`src/rtl/iod_train_pkg.sv`:
```
// Shared state encoding, parameter defaults and lane-slice helper for the
// IOD reference-clock delay-line training controller.
package iod_train_pkg;

    typedef enum logic [3:0] {
        ST_IDLE,
        ST_LOAD,
        ST_CLEAR,
        ST_SETTLE,
        ST_SAMPLE,
        ST_STEP,
        ST_CENTER,
        ST_BACK,
        ST_FAIL,
        ST_NEXT,
        ST_DONE
    } train_state_t;

    localparam int DEFAULT_TAP_BITS     = 8;
    localparam int DEFAULT_MIN_EYE_TAPS = 4;

    function automatic int lane_lsb(input int lane, input int tap_bits);
        return lane * tap_bits;
    endfunction

endpackage

```
`src/rtl/iod_eye_window_tracker.sv`:
```
// Tracks the tap position and the open-eye run (start, end, length) of one
// delay-line sweep; flags a usable eye or an exhausted sweep during SAMPLE.
module iod_eye_window_tracker
    import iod_train_pkg::*;
#(
    parameter int TAP_BITS     = DEFAULT_TAP_BITS,
    parameter int MAX_TAPS     = 128,
    parameter int MIN_EYE_TAPS = DEFAULT_MIN_EYE_TAPS
) (
    input  logic                clk,
    input  logic                rst_n,
    input  logic                clear,
    input  logic                sample,
    input  logic                open,
    input  logic                step_up,
    input  logic                step_down,
    output logic [TAP_BITS-1:0] tap,
    output logic [TAP_BITS-1:0] center,
    output logic                eye_found,
    output logic                eye_fail
);

    localparam int RUN_BITS = TAP_BITS + 1;
    localparam logic [TAP_BITS-1:0] LAST_TAP = TAP_BITS'(MAX_TAPS - 1);
    localparam logic [RUN_BITS-1:0] MIN_RUN  = RUN_BITS'(MIN_EYE_TAPS);

    logic [TAP_BITS-1:0] eye_start;
    logic [TAP_BITS-1:0] eye_end;
    logic [RUN_BITS-1:0] run;
    logic [RUN_BITS-1:0] run_next;
    logic [TAP_BITS:0]   eye_sum;
    logic                at_last;

    // A closed tap after a wide enough run keeps the run so the eye survives into CENTER.
    always_comb begin
        run_next = run;
        if (open) begin
            if (run != '1) run_next = run + 1'b1;
        end else if (run < MIN_RUN) begin
            run_next = '0;
        end
    end

    assign at_last   = (tap == LAST_TAP);
    assign eye_found = sample && ((!open && (run >= MIN_RUN)) || (at_last && (run_next >= MIN_RUN)));
    assign eye_fail  = sample && at_last && !eye_found;
    assign eye_sum   = {1'b0, eye_start} + {1'b0, eye_end};
    assign center    = eye_sum[TAP_BITS:1];

    always_ff @(posedge clk or negedge rst_n) begin
        if (!rst_n) begin
            tap       <= '0;
            eye_start <= '0;
            eye_end   <= '0;
            run       <= '0;
        end else if (clear) begin
            tap       <= '0;
            eye_start <= '0;
            eye_end   <= '0;
            run       <= '0;
        end else begin
            if (sample) begin
                run <= run_next;
                if (open) begin
                    if (run == '0) eye_start <= tap;
                    eye_end <= tap;
                end
            end
            if (step_up) begin
                tap <= tap + 1'b1;
            end else if (step_down) begin
                tap <= tap - 1'b1;
            end
        end
    end

endmodule

```
`src/rtl/iod_ref_clk_training_ctrl.sv`:
```
// Multi-lane IOD RX delay-line training: sweeps each lane, finds the open eye
// from the early/late monitor flags and parks the delay line at its centre.
module iod_ref_clk_training_ctrl
    import iod_train_pkg::*;
#(
    parameter int NUM_LANES     = 1,
    parameter int TAP_BITS      = DEFAULT_TAP_BITS,
    parameter int MAX_TAPS      = 128,
    parameter int SETTLE_CYCLES = 8,
    parameter int MIN_EYE_TAPS  = DEFAULT_MIN_EYE_TAPS
) (
    input  logic                          FAB_CLK,
    input  logic                          ARST_N,
    input  logic                          TRAIN_START,
    output logic                          TRAIN_BUSY,
    output logic                          TRAIN_DONE,
    output logic                          TRAIN_ERR,
    output logic [NUM_LANES-1:0]          LANE_ERR,
    output logic [NUM_LANES*TAP_BITS-1:0] LANE_TAP,
    output logic [NUM_LANES-1:0]          DELAY_LINE_LOAD,
    output logic [NUM_LANES-1:0]          DELAY_LINE_MOVE,
    output logic [NUM_LANES-1:0]          DELAY_LINE_DIRECTION,
    output logic [NUM_LANES-1:0]          EYE_MONITOR_CLEAR_FLAGS,
    input  logic [NUM_LANES-1:0]          EYE_MONITOR_EARLY,
    input  logic [NUM_LANES-1:0]          EYE_MONITOR_LATE,
    input  logic [NUM_LANES-1:0]          DELAY_LINE_OUT_OF_RANGE
);

    localparam int LANE_W   = (NUM_LANES > 1) ? $clog2(NUM_LANES) : 1;
    localparam int SETTLE_W = $clog2(SETTLE_CYCLES + 1);
    localparam logic [LANE_W-1:0] LAST_LANE = LANE_W'(NUM_LANES - 1);

    train_state_t        state;
    logic [LANE_W-1:0]   lane;
    logic [SETTLE_W-1:0] settle_cnt;
    logic                back_phase;
    logic                lane_failed;
    logic [NUM_LANES-1:0] lane_mask;
    logic [TAP_BITS-1:0] tap;
    logic [TAP_BITS-1:0] center;
    logic                eye_found;
    logic                eye_fail;
    logic                lane_open;
    logic                lane_oor;
    logic                trk_clear;
    logic                trk_sample;
    logic                trk_up;
    logic                trk_down;

    assign lane_mask  = NUM_LANES'(1) << lane;
    assign lane_open  = !EYE_MONITOR_EARLY[lane] && !EYE_MONITOR_LATE[lane];
    assign lane_oor   = DELAY_LINE_OUT_OF_RANGE[lane];
    assign trk_clear  = (state == ST_LOAD);
    assign trk_sample = (state == ST_SAMPLE) && !lane_oor;
    assign trk_up     = (state == ST_STEP) && !lane_oor;
    assign trk_down   = (state == ST_BACK) && back_phase && (tap > center) && !lane_oor;
    assign TRAIN_ERR  = |LANE_ERR;

    iod_eye_window_tracker #(
        .TAP_BITS     (TAP_BITS),
        .MAX_TAPS     (MAX_TAPS),
        .MIN_EYE_TAPS (MIN_EYE_TAPS)
    ) u_tracker (
        .clk       (FAB_CLK),
        .rst_n     (ARST_N),
        .clear     (trk_clear),
        .sample    (trk_sample),
        .open      (lane_open),
        .step_up   (trk_up),
        .step_down (trk_down),
        .tap       (tap),
        .center    (center),
        .eye_found (eye_found),
        .eye_fail  (eye_fail)
    );

    // Walking back to the centre alternates a direction-setup cycle and a MOVE cycle.
    always_ff @(posedge FAB_CLK or negedge ARST_N) begin
        if (!ARST_N) begin
            state                   <= ST_IDLE;
            lane                    <= '0;
            settle_cnt              <= '0;
            back_phase              <= 1'b0;
            lane_failed             <= 1'b0;
            TRAIN_BUSY              <= 1'b0;
            TRAIN_DONE              <= 1'b0;
            LANE_ERR                <= '0;
            LANE_TAP                <= '0;
            DELAY_LINE_LOAD         <= '0;
            DELAY_LINE_MOVE         <= '0;
            DELAY_LINE_DIRECTION    <= '1;
            EYE_MONITOR_CLEAR_FLAGS <= '0;
        end else begin
            DELAY_LINE_LOAD         <= '0;
            DELAY_LINE_MOVE         <= '0;
            EYE_MONITOR_CLEAR_FLAGS <= '0;
            case (state)
                ST_IDLE, ST_DONE: begin
                    if (TRAIN_START) begin
                        lane       <= '0;
                        TRAIN_DONE <= 1'b0;
                        TRAIN_BUSY <= 1'b1;
                        LANE_ERR   <= '0;
                        LANE_TAP   <= '0;
                        state      <= ST_LOAD;
                    end
                end
                ST_LOAD: begin
                    DELAY_LINE_LOAD <= lane_mask;
                    lane_failed     <= 1'b0;
                    state           <= ST_CLEAR;
                end
                ST_CLEAR: begin
                    EYE_MONITOR_CLEAR_FLAGS <= lane_mask;
                    settle_cnt              <= SETTLE_W'(SETTLE_CYCLES - 1);
                    state                   <= ST_SETTLE;
                end
                ST_SETTLE: begin
                    if (settle_cnt == '0) begin
                        state <= ST_SAMPLE;
                    end else begin
                        settle_cnt <= settle_cnt - 1'b1;
                    end
                end
                ST_SAMPLE: begin
                    if (lane_oor || eye_fail) begin
                        state <= ST_FAIL;
                    end else if (eye_found) begin
                        state <= ST_CENTER;
                    end else begin
                        state <= ST_STEP;
                    end
                end
                ST_STEP: begin
                    if (lane_oor) begin
                        state <= ST_FAIL;
                    end else begin
                        DELAY_LINE_DIRECTION[lane] <= 1'b1;
                        DELAY_LINE_MOVE            <= lane_mask;
                        state                      <= ST_CLEAR;
                    end
                end
                ST_CENTER: begin
                    back_phase <= 1'b0;
                    state      <= ST_BACK;
                end
                ST_BACK: begin
                    if (lane_oor) begin
                        state <= ST_FAIL;
                    end else if (tap == center) begin
                        state <= ST_NEXT;
                    end else if (!back_phase) begin
                        DELAY_LINE_DIRECTION[lane] <= 1'b0;
                        back_phase                 <= 1'b1;
                    end else begin
                        DELAY_LINE_MOVE <= lane_mask;
                        back_phase      <= 1'b0;
                    end
                end
                ST_FAIL: begin
                    LANE_ERR[lane]                                     <= 1'b1;
                    LANE_TAP[lane_lsb(int'(lane), TAP_BITS) +: TAP_BITS] <= '0;
                    lane_failed                                        <= 1'b1;
                    state                                              <= ST_NEXT;
                end
                ST_NEXT: begin
                    if (!lane_failed) begin
                        LANE_TAP[lane_lsb(int'(lane), TAP_BITS) +: TAP_BITS] <= tap;
                    end
                    if (lane == LAST_LANE) begin
                        TRAIN_BUSY <= 1'b0;
                        TRAIN_DONE <= 1'b1;
                        state      <= ST_DONE;
                    end else begin
                        lane  <= lane + 1'b1;
                        state <= ST_LOAD;
                    end
                end
                default: state <= ST_IDLE;
            endcase
        end
    end

endmodule

```
`config.mk`:
```
export PLATFORM = sky130hd
export DESIGN_NAME = iod_ref_clk_training_ctrl
export DESIGN_NICKNAME = d
export VERILOG_FILES = /design/src/rtl/iod_train_pkg.sv /design/src/rtl/iod_eye_window_tracker.sv /design/src/rtl/iod_ref_clk_training_ctrl.sv
export SDC_FILE = /design/constraint.sdc
export NUM_CORES = 1
export LEC_CHECK = 0
export ABC_AREA = 1
export CORE_ASPECT_RATIO = 1.4
export CORE_MARGIN = 2
export CORE_UTILIZATION = 45
export CTS_CLUSTER_SIZE = 14
export DETAILED_ROUTE_END_ITERATION = 10
export GPL_TIMING_DRIVEN = 0
export PLACE_DENSITY_LB_ADDON = 0.05
export RECOVER_POWER = 25
export SLEW_MARGIN = 15
export SYNTH_ARGS = -nofsm -noshare
export SYNTH_HDL_FRONTEND = slang
export SYNTH_SLANG_ARGS = --single-unit
```
`constraint.sdc`:
```
create_clock -name FAB_CLK -period 2.55 [get_ports FAB_CLK]
set_input_delay 0.255 -clock FAB_CLK [delete_from_list [all_inputs] [get_ports FAB_CLK]]
set_output_delay 0.255 -clock FAB_CLK [all_outputs]
set_load 0.005 [all_outputs]
```
==> results.md, run 1 <==
- Predominant post-synthesis flop cell: dfrtp_1
- Synth cell count leaders: 95 x nand2_1, 62 x inv_1, 57 x dfrtp_1
- CTS tree: yes
- R2R Setup Slk: -380 ps
- TritonCTS buffer count: 9
- R2r startpoint: u_tracker.eye_start[1]$_DFFE_PN0P_
- Worst path cell trace: buf_6, fa_2, nand3_2, nand2_2, a21oi_2, o21ai_2, a21o_1, a21oi_2, ha_1, nand2_2, inv_2, nand3_2, inv_2, nand3_4, nand2_4, nor2_4, nand2_2, nand3_4, buf_6, nand3_2, o22ai_2
- Chip Height: 110.9 um
- Synth Instances: 450
- Initial antenna violation count: 0
- Gr usage total: 21.33%
- Post-route ant nets: 0
- Register bit total from synthesis: 58
- Dpl hpwl: 6.107 mm
- Maximum fanout along the worst path: 5
- Mapped Nets: 482
- Worst R2R Path Depth: 21
- Failing checks: setup timing
- Die W: 80.32 um
- Syn avg cell area: 8.155 um^2
- DR pass1 iterations: 4
- Clk buf depth: 2
- FP Rows: 39
- CTS root buffer: clkbuf_16
- Synth area leader: dfrtp_1
- Hold/Removal Path Class: in2async
- Hold Buf Count CTS: 0
- DR DRC count: 0
- Fin crit share: 115.0%
- Family with the most delay on the worst path: simple AND/OR/NAND/NOR gates
- Largest net degree at the start of global routing: 59
- WL/cell: 14.39 um
- First-pass GRT wire length: 14.77 mm
- Routed WL: 8.722 mm
- Worst-skew pair later-pin latency: 320 ps
- Leak: 2.196 nW
- Pwr/cell area: 1142 mW/mm^2
- CTS H-tree lvls: 3
- Reg2Reg Capture Point: u_tracker.tap[4]$_DFFE_PN0P_
- FFs w/ async S/R, synth: 100.0%
- 1st-iter DRT viols: 133
- PortBufs: 21
- Top-area cell type share of the netlist area: 38.87%
- EDFF count, synth: 0
- Least-Margin Pin Slew: 1485 ps
- Total Die Area: 0.008903 mm^2
- Layout Nets: 531
- Setup WS post-layout: -383.4 ps
- Max-cap violations: 0
- Gpl congestion: 0.8545
- RSZ-0062 raised after global routing: yes
- Starting Density: 45.58%
- Fin crit period: 2933 ps
- Core footprint: 0.008051 mm^2
- Crit end category: register
- Via count: 3149
- VDD IR max: 594.0 uV
- Critical Path RT: 2800 ps
- Slew Limit Fails: 0
- Largest cells by area after synthesis: dfrtp_1 39%, nand2_1 9.7%, ha_1 8.2%
- Vias/cell: 5.196
- Hold Fails Final Rpt: 0
- Max stage delay on crit path: 440 ps
- Worst Path Buf+Inv: 4
- Io pins: 22
- Post-synthesis sequential area ratio: 39.58%
- Overflow after GRT: 0
- CP Launch Type: register
- Most common cell in the netlist: nand2_1
- Clock skew: 3.924 ps
- Post-synthesis cell area: 0.003670 mm^2
- Clk slew on worst S/H paths: 50 ps
- Unique cell type count in the Yosys netlist: 44
- Relative slew slack: 0.9667%
- F_max: 340.9 MHz
- Post-route core utilization: 57.13%
- Slowest-stage cell, CP: dfrtp_2
- Layout cells sized above 1: 21.63%
- Diodes inserted: 0
- Worst Path Arrival: 3180 ps
- Final setup fails: 15
- Hold slack: 291.3 ps
- Crit path kind: reg2reg
- Yosys warnings: 0
- Vias in the first global route: 3202
- CTS Sinks: 58
- Status: finished, violations left
- Area Growth Syn to Fin: 25.33%
[registers in the layout, summed over array words and instances, names as in the netlist, 4 cells and up]
signal,flops
LANE_TAP,8
settle_cnt,4
state,4
u_tracker.eye_end,8
u_tracker.eye_start,8
u_tracker.run,9
u_tracker.tap,8
[worst max-delay path by stage]
stage	start	to	slack, ps	cells past startpoint
finish	u_tracker.eye_start[1]$_DFFE_PN0P_	u_tracker.tap[4]$_DFFE_PN0P_	-380	21
global route	u_tracker.eye_start[1]$_DFFE_PN0P_	u_tracker.tap[4]$_DFFE_PN0P_	-530	21
CTS	u_tracker.eye_end[1]$_DFFE_PN0P_	u_tracker.tap[4]$_DFFE_PN0P_	-320	22
detailed placement	u_tracker.eye_start[1]$_DFFE_PN0P_	u_tracker.tap[7]$_DFFE_PN0P_	-420	21
global placement	ARST_N	settle_cnt[1]$_DFFE_PN0P_	-720	1
floorplan	u_tracker.eye_end[1]$_DFFE_PN0P_	u_tracker.tap[0]$_DFFE_PN0P_	-110	22
[cells in the final DEF, fill, tap and decap left out, types with 2 or more instances in the layout]
cell type	netlist	final
o22ai_2	1	6
o21ai_1	10	11
a211oi_1	2	2
a21oi_1	22	17
o22ai_1	10	5
clkbuf_16	0	9
nand4_1	7	7
nor2_2	8	7
clkbuf_1	0	6
ha_4	0	2
inv_2	7	10
o21ai_0	33	30
xor2_1	7	6
nor2_1	29	29
nand3_1	25	20
nand3_2	4	7
xnor2_1	6	6
dfrtp_2	0	2
nand2_4	1	4
o211ai_1	2	2
dfrtp_1	57	55
buf_2	2	2
nand2_1	95	87
clkdlybuf4s50_1	0	20
buf_6	3	7
nand3_4	1	3
ha_1	24	22
buf_4	2	15
nand2_2	4	9
nor2_4	5	6
inv_1	62	59
nor3_1	3	2
a21oi_2	0	4
[layout make-up]
class                           count  area [um^2]
Fill cell                         753         3452
Multi-Input combinational cell    316         2098
Sequential cell                    58         1455
Timing Repair Buffer               38        347.8
Inverter                           69        259.0
Clock buffer                       15        247.7
Tap cell                          102        127.6
Buffer                              7        58.81
Clock inverter                      1        5.005
[power breakdown]
group	internal (mW)	switching [mW]	total [mW]	leakage, nW
combinational	1.17	1.57	2.74	1.32
clock	0.656	0.388	1.04	0.122
sequential	1.19	0.278	1.47	0.753
total	3.02	2.24	5.25	2.20
[metrics by stage]
step	instances	power (mW)	setup WS, ps	cell area, um^2	setup TNS (ps)
after floorplan	450	3.144	-105.8	3710	-786.1
after global placement	573	3.725	-720.0	4048	-45230
after detailed placement	573	3.772	-419.2	4045	-4722
after CTS	601	5.086	-318.5	4471	-3791
after global routing	606	5.712	-532.4	4599	-6990
final	606	5.254	-383.4	4599	-4492
[kinds of logic (layout without fill, tap and decap cells)]
| family | count (synthesis) | count (layout) | share of synthesized area, % |
|---|---|---|---|
| AO/OA/AOI/OAI | 89 | 89 | 14.49 |
| XOR/XNOR | 13 | 13 | 3.103 |
| adder cells (fa/ha/maj) | 26 | 26 | 9.274 |
| buffers and inverters | 76 | 130 | 8.660 |
| flip-flops | 58 | 58 | 39.58 |
| AND/OR/NAND/NOR | 188 | 188 | 24.89 |
[per-layer routing]
layer	global-route usage, %	part of all wire (%)	wire [um]	vias to the layer above
met5	0	0	0	-
li1	-	-	-	1567
met2	36.78	54	4723	42
met4	10.06	2.2	194	0
met3	3.502	2.2	195	14
met1	25.28	41	3608	1526
[repair_timing]
action                                 4_1_cts  5_1_grt
resized for setup                           20       21
buffers inserted                            11        7
gates cloned                                 1        0
setup endpoints to repair                   15       15
endpoints found under the hold margin        0        0
pin swaps                                   16       23
No activity file was read; power rests on OpenSTA's default activity.
==> run 2, diff against run 1 <==
--- a/config.mk
+++ b/config.mk
@@ -7,12 +7,11 @@
 export LEC_CHECK = 0
 export ABC_AREA = 1
 export CORE_ASPECT_RATIO = 1.4
-export CORE_MARGIN = 2
 export CORE_UTILIZATION = 45
 export CTS_CLUSTER_SIZE = 14
 export DETAILED_ROUTE_END_ITERATION = 10
 export GPL_TIMING_DRIVEN = 0
-export PLACE_DENSITY_LB_ADDON = 0.05
+export PLACE_DENSITY = 0.62
 export RECOVER_POWER = 25
 export SLEW_MARGIN = 15
 export SYNTH_ARGS = -nofsm -noshare
==> results.md, run 2 (synthesis results as in run 1) <==
- Status: finished, violations left (unchanged)
- Failing checks: setup timing (unchanged)
- First-pass GRT wire length: 14.26 mm (was 14.77 mm)
- Area Growth Syn to Fin: 20.97% (was 25.33%)
- Via count: 3137 (was 3149)
- Vias in the first global route: 3139 (was 3202)
- CTS tree: yes (unchanged)
- FP Rows: 38 (was 39)
- # fillers: 725 (was 753)
- Hold/Removal Path Class: reg2reg (was in2async)
- DP Cell Count: 571 (was 573)
- Max stage delay on crit path: 390 ps (was 440 ps)
- Initial antenna violation count: 0 (unchanged)
- PortBufs: 21 (unchanged)
- Placed Area: 0.004043 mm^2 (was 0.004045 mm^2)
- Hold Fails Final Rpt: 0 (unchanged)
- Post-route core utilization: 56.59% (was 57.13%)
- CTS root buffer: clkbuf_8 (was clkbuf_16)
- Dpl hpwl: 5.924 mm (was 6.107 mm)
- Diodes inserted: 0 (unchanged)
- Slew Limit Fails: 0 (unchanged)
- Leading cell type in the layout, fill and taps excluded: nand2_1 (unchanged)
- Layout cells sized above 1: 19.96% (was 21.63%)
- Relative slew slack: 1.034% (was 0.9667%)
- F_max: 351.2 MHz (was 340.9 MHz)
- Crit end category: register (unchanged)
- VDD IR max: 504.3 uV (was 594.0 uV)
- Io pins: 22 (unchanged)
- Layout Cells excl Fill: 601 (was 606)
- Fin crit share: 111.6% (was 115.0%)
- Die W: 78.32 um (was 80.32 um)
- Worst-skew pair later-pin latency: 360 ps (was 320 ps)
- Crit path kind: reg2reg (unchanged)
- GRT met2 Usage: 40.04% (was 36.78%)
- Most flops, register: u_tracker.run (unchanged)
- Least-Margin Pin Slew: 1484 ps (was 1485 ps)
- Clk slew on worst S/H paths: 70 ps (was 50 ps)
- CP Launch Type: register (unchanged)
- CTS Sinks: 58 (unchanged)
- Worst path cell trace: nand2_2, inv_2, fa_2, nand3_2, nand2_2, a21oi_2, o21ai_2, a21o_1, a21oi_2, ha_1, nand2_1, inv_1, nand3_2, inv_2, nand2_1, o211ai_1, nand2_2, nand3_4, buf_6, nand3_2, o21ai_1 (was buf_6, fa_2, nand3_2, nand2_2, a21oi_2, o21ai_2, a21o_1, a21oi_2, ha_1, nand2_2, inv_2, nand3_2, inv_2, nand3_4, nand2_4, nor2_4, nand2_2, nand3_4, buf_6, nand3_2, o22ai_2)
- Most frequent cells in the layout: 90 x nand2_1, 59 x inv_1, 57 x dfrtp_1, 30 x o21ai_0, 28 x nor2_1 (was 87 x nand2_1, 59 x inv_1, 55 x dfrtp_1, 30 x o21ai_0, 29 x nor2_1)
- CTS H-tree lvls: 3 (unchanged)
- DR DRC count: 0 (unchanged)
- Global Route met3 Usage: 4.100% (was 3.502%)
- Gpl congestion: 0.8920 (was 0.8545)
- TritonCTS buffer count: 9 (unchanged)
- WL/cell: 13.99 um (was 14.39 um)
- Total Die Area: 0.008525 mm^2 (was 0.008903 mm^2)
- Max-cap violations: 0 (unchanged)
- Critical Path RT: 2790 ps (was 2800 ps)
- Setup WS post-layout: -297.0 ps (was -383.4 ps)
- Layout Nets: 528 (was 531)
- Chip Height: 108.9 um (was 110.9 um)
- Starting Density: 46.78% (was 45.58%)
- Grt met1 use: 24.63% (was 25.28%)
- Gr usage total: 22.00% (was 21.33%)
- 1st-iter DRT viols: 185 (was 133)
- Slowest-stage cell, CP: dfrtp_1 (was dfrtp_2)
- Maximum fanout along the worst path: 5 (unchanged)
- Clock skew: 13.02 ps (was 3.924 ps)
- Clk buf depth: 2 (unchanged)
- Largest register FFs: 9 (unchanged)
- RSZ-0062 raised after global routing: yes (unchanged)
- Worst Path Arrival: 3090 ps (was 3180 ps)
- Leak: 2.132 nW (was 2.196 nW)
- Finished Cell Area: 0.004439 mm^2 (was 0.004599 mm^2)
- Final setup TNS: -3275 ps (was -4492 ps)
- Post-route ant nets: 0 (unchanged)
- Routed WL: 8.409 mm (was 8.722 mm)
- Fin crit period: 2847 ps (was 2933 ps)
- Overflow after GRT: 0 (unchanged)
- GR peak layer: met2 (unchanged)
- Vias/cell: 5.220 (was 5.196)
- Final setup fails: 15 (unchanged)
- Core footprint: 0.007845 mm^2 (was 0.008051 mm^2)
- DR pass1 iterations: 5 (was 4)
- Largest net degree at the start of global routing: 59 (unchanged)
- Pwr/cell area: 1084 mW/mm^2 (was 1142 mW/mm^2)
==> run 2: changes by cell type in the layout (fill, tap and decap cells not counted), moves of 2 or more <==
cell / previous run / this run
clkbuf_16: 9 / 0
buf_4: 15 / 13
clkbuf_8: 0 / 12
dfrtp_1: 55 / 57
dfrtp_2: 2 / 0
o22ai_2: 6 / 4
buf_6: 7 / 5
nand2_1: 87 / 90
nand2_2: 9 / 7
o22ai_1: 5 / 7
clkbuf_1: 6 / 2
==> run 2: timing repair <==
| action | in CTS | in global routing |
|---|---|---|
| hold buffers | 1 | 0 |
| endpoints found under the hold margin | 29 | 0 |
| setup buffers | 3 | 9 |
| resized for setup | 16 | 11 |
| endpoints found under the setup margin | 15 | 15 |
| cloned | 1 | 0 |
| pin swaps | 7 | 16 |
==> run 2: worst max-delay path: cells and delay by family (launching register included) <==
kind	cells	cell delay [ps]
AOI/OAI and AO/OA	6	720
DFF	1	390
adders and majority gates	2	620
and+or+nand+nor	9	690
buffers and inverters	4	310
==> run 2: cell type report <==
type | count | area [um^2] | area share (%)
Inverter | 69 | 261.5 | 5.891
Buffer | 7 | 58.81 | 1.325
Tap cell | 100 | 125.1 | 2.818
Timing Repair Buffer | 35 | 320.3 | 7.215
Clock buffer | 14 | 172.7 | 3.890
Sequential cell | 58 | 1453 | 32.72
Multi-Input combinational cell | 316 | 2036 | 45.86
Clock inverter | 2 | 12.51 | 0.2818
==> run 2: metrics by stage <==
| step | hold WS (ps) | worst slack, ps | total power, mW |
|---|---|---|---|
| 4_1_cts | 489.6 | -335.8 | 4.740 |
| 3_3_place_gp | 467.3 | -684.8 | 3.695 |
| 2_1_floorplan | -40.59 | -105.8 | 3.144 |
| 3_5_place_dp | 381.1 | -424.7 | 3.755 |
| 6_report | 495.8 | -297.0 | 4.810 |
| 5_1_grt | 525.1 | -517.1 | 5.228 |
==> run 2: power breakdown <==
part           total [mW]  switching (mW)  internal [mW]
Combinational        2.53            1.47           1.06
Clock               0.817           0.386          0.431
Sequential           1.46           0.273           1.19
Total                4.81            2.13           2.68
==> run 2: final timing paths <==
kind	startpoint	end	slack (ps)	depth (start not counted)
max in group asynchronous	ARST_N	settle_cnt[3]$_DFFE_PN0P_	860	2
min in group asynchronous	ARST_N	u_tracker.eye_start[2]$_DFFE_PN0P_	790	2
setup reg to reg	u_tracker.eye_end[0]$_DFFE_PN0P_	u_tracker.tap[0]$_DFFE_PN0P_	-300	21
hold reg to reg	LANE_ERR$_DFFE_PN0P_	LANE_ERR$_DFFE_PN0P_	500	2
hold / removal	LANE_ERR$_DFFE_PN0P_	LANE_ERR$_DFFE_PN0P_	500	2
setup / recovery	u_tracker.eye_end[0]$_DFFE_PN0P_	u_tracker.tap[0]$_DFFE_PN0P_	-300	21
==> run 2: metal layers <==
metal | share of wire [%] | vias to the layer above
met4 | 2.4 | 0
met3 | 2.4 | 15
met2 | 52 | 47
li1 | - | 1572
met5 | 0 | -
met1 | 43 | 1503
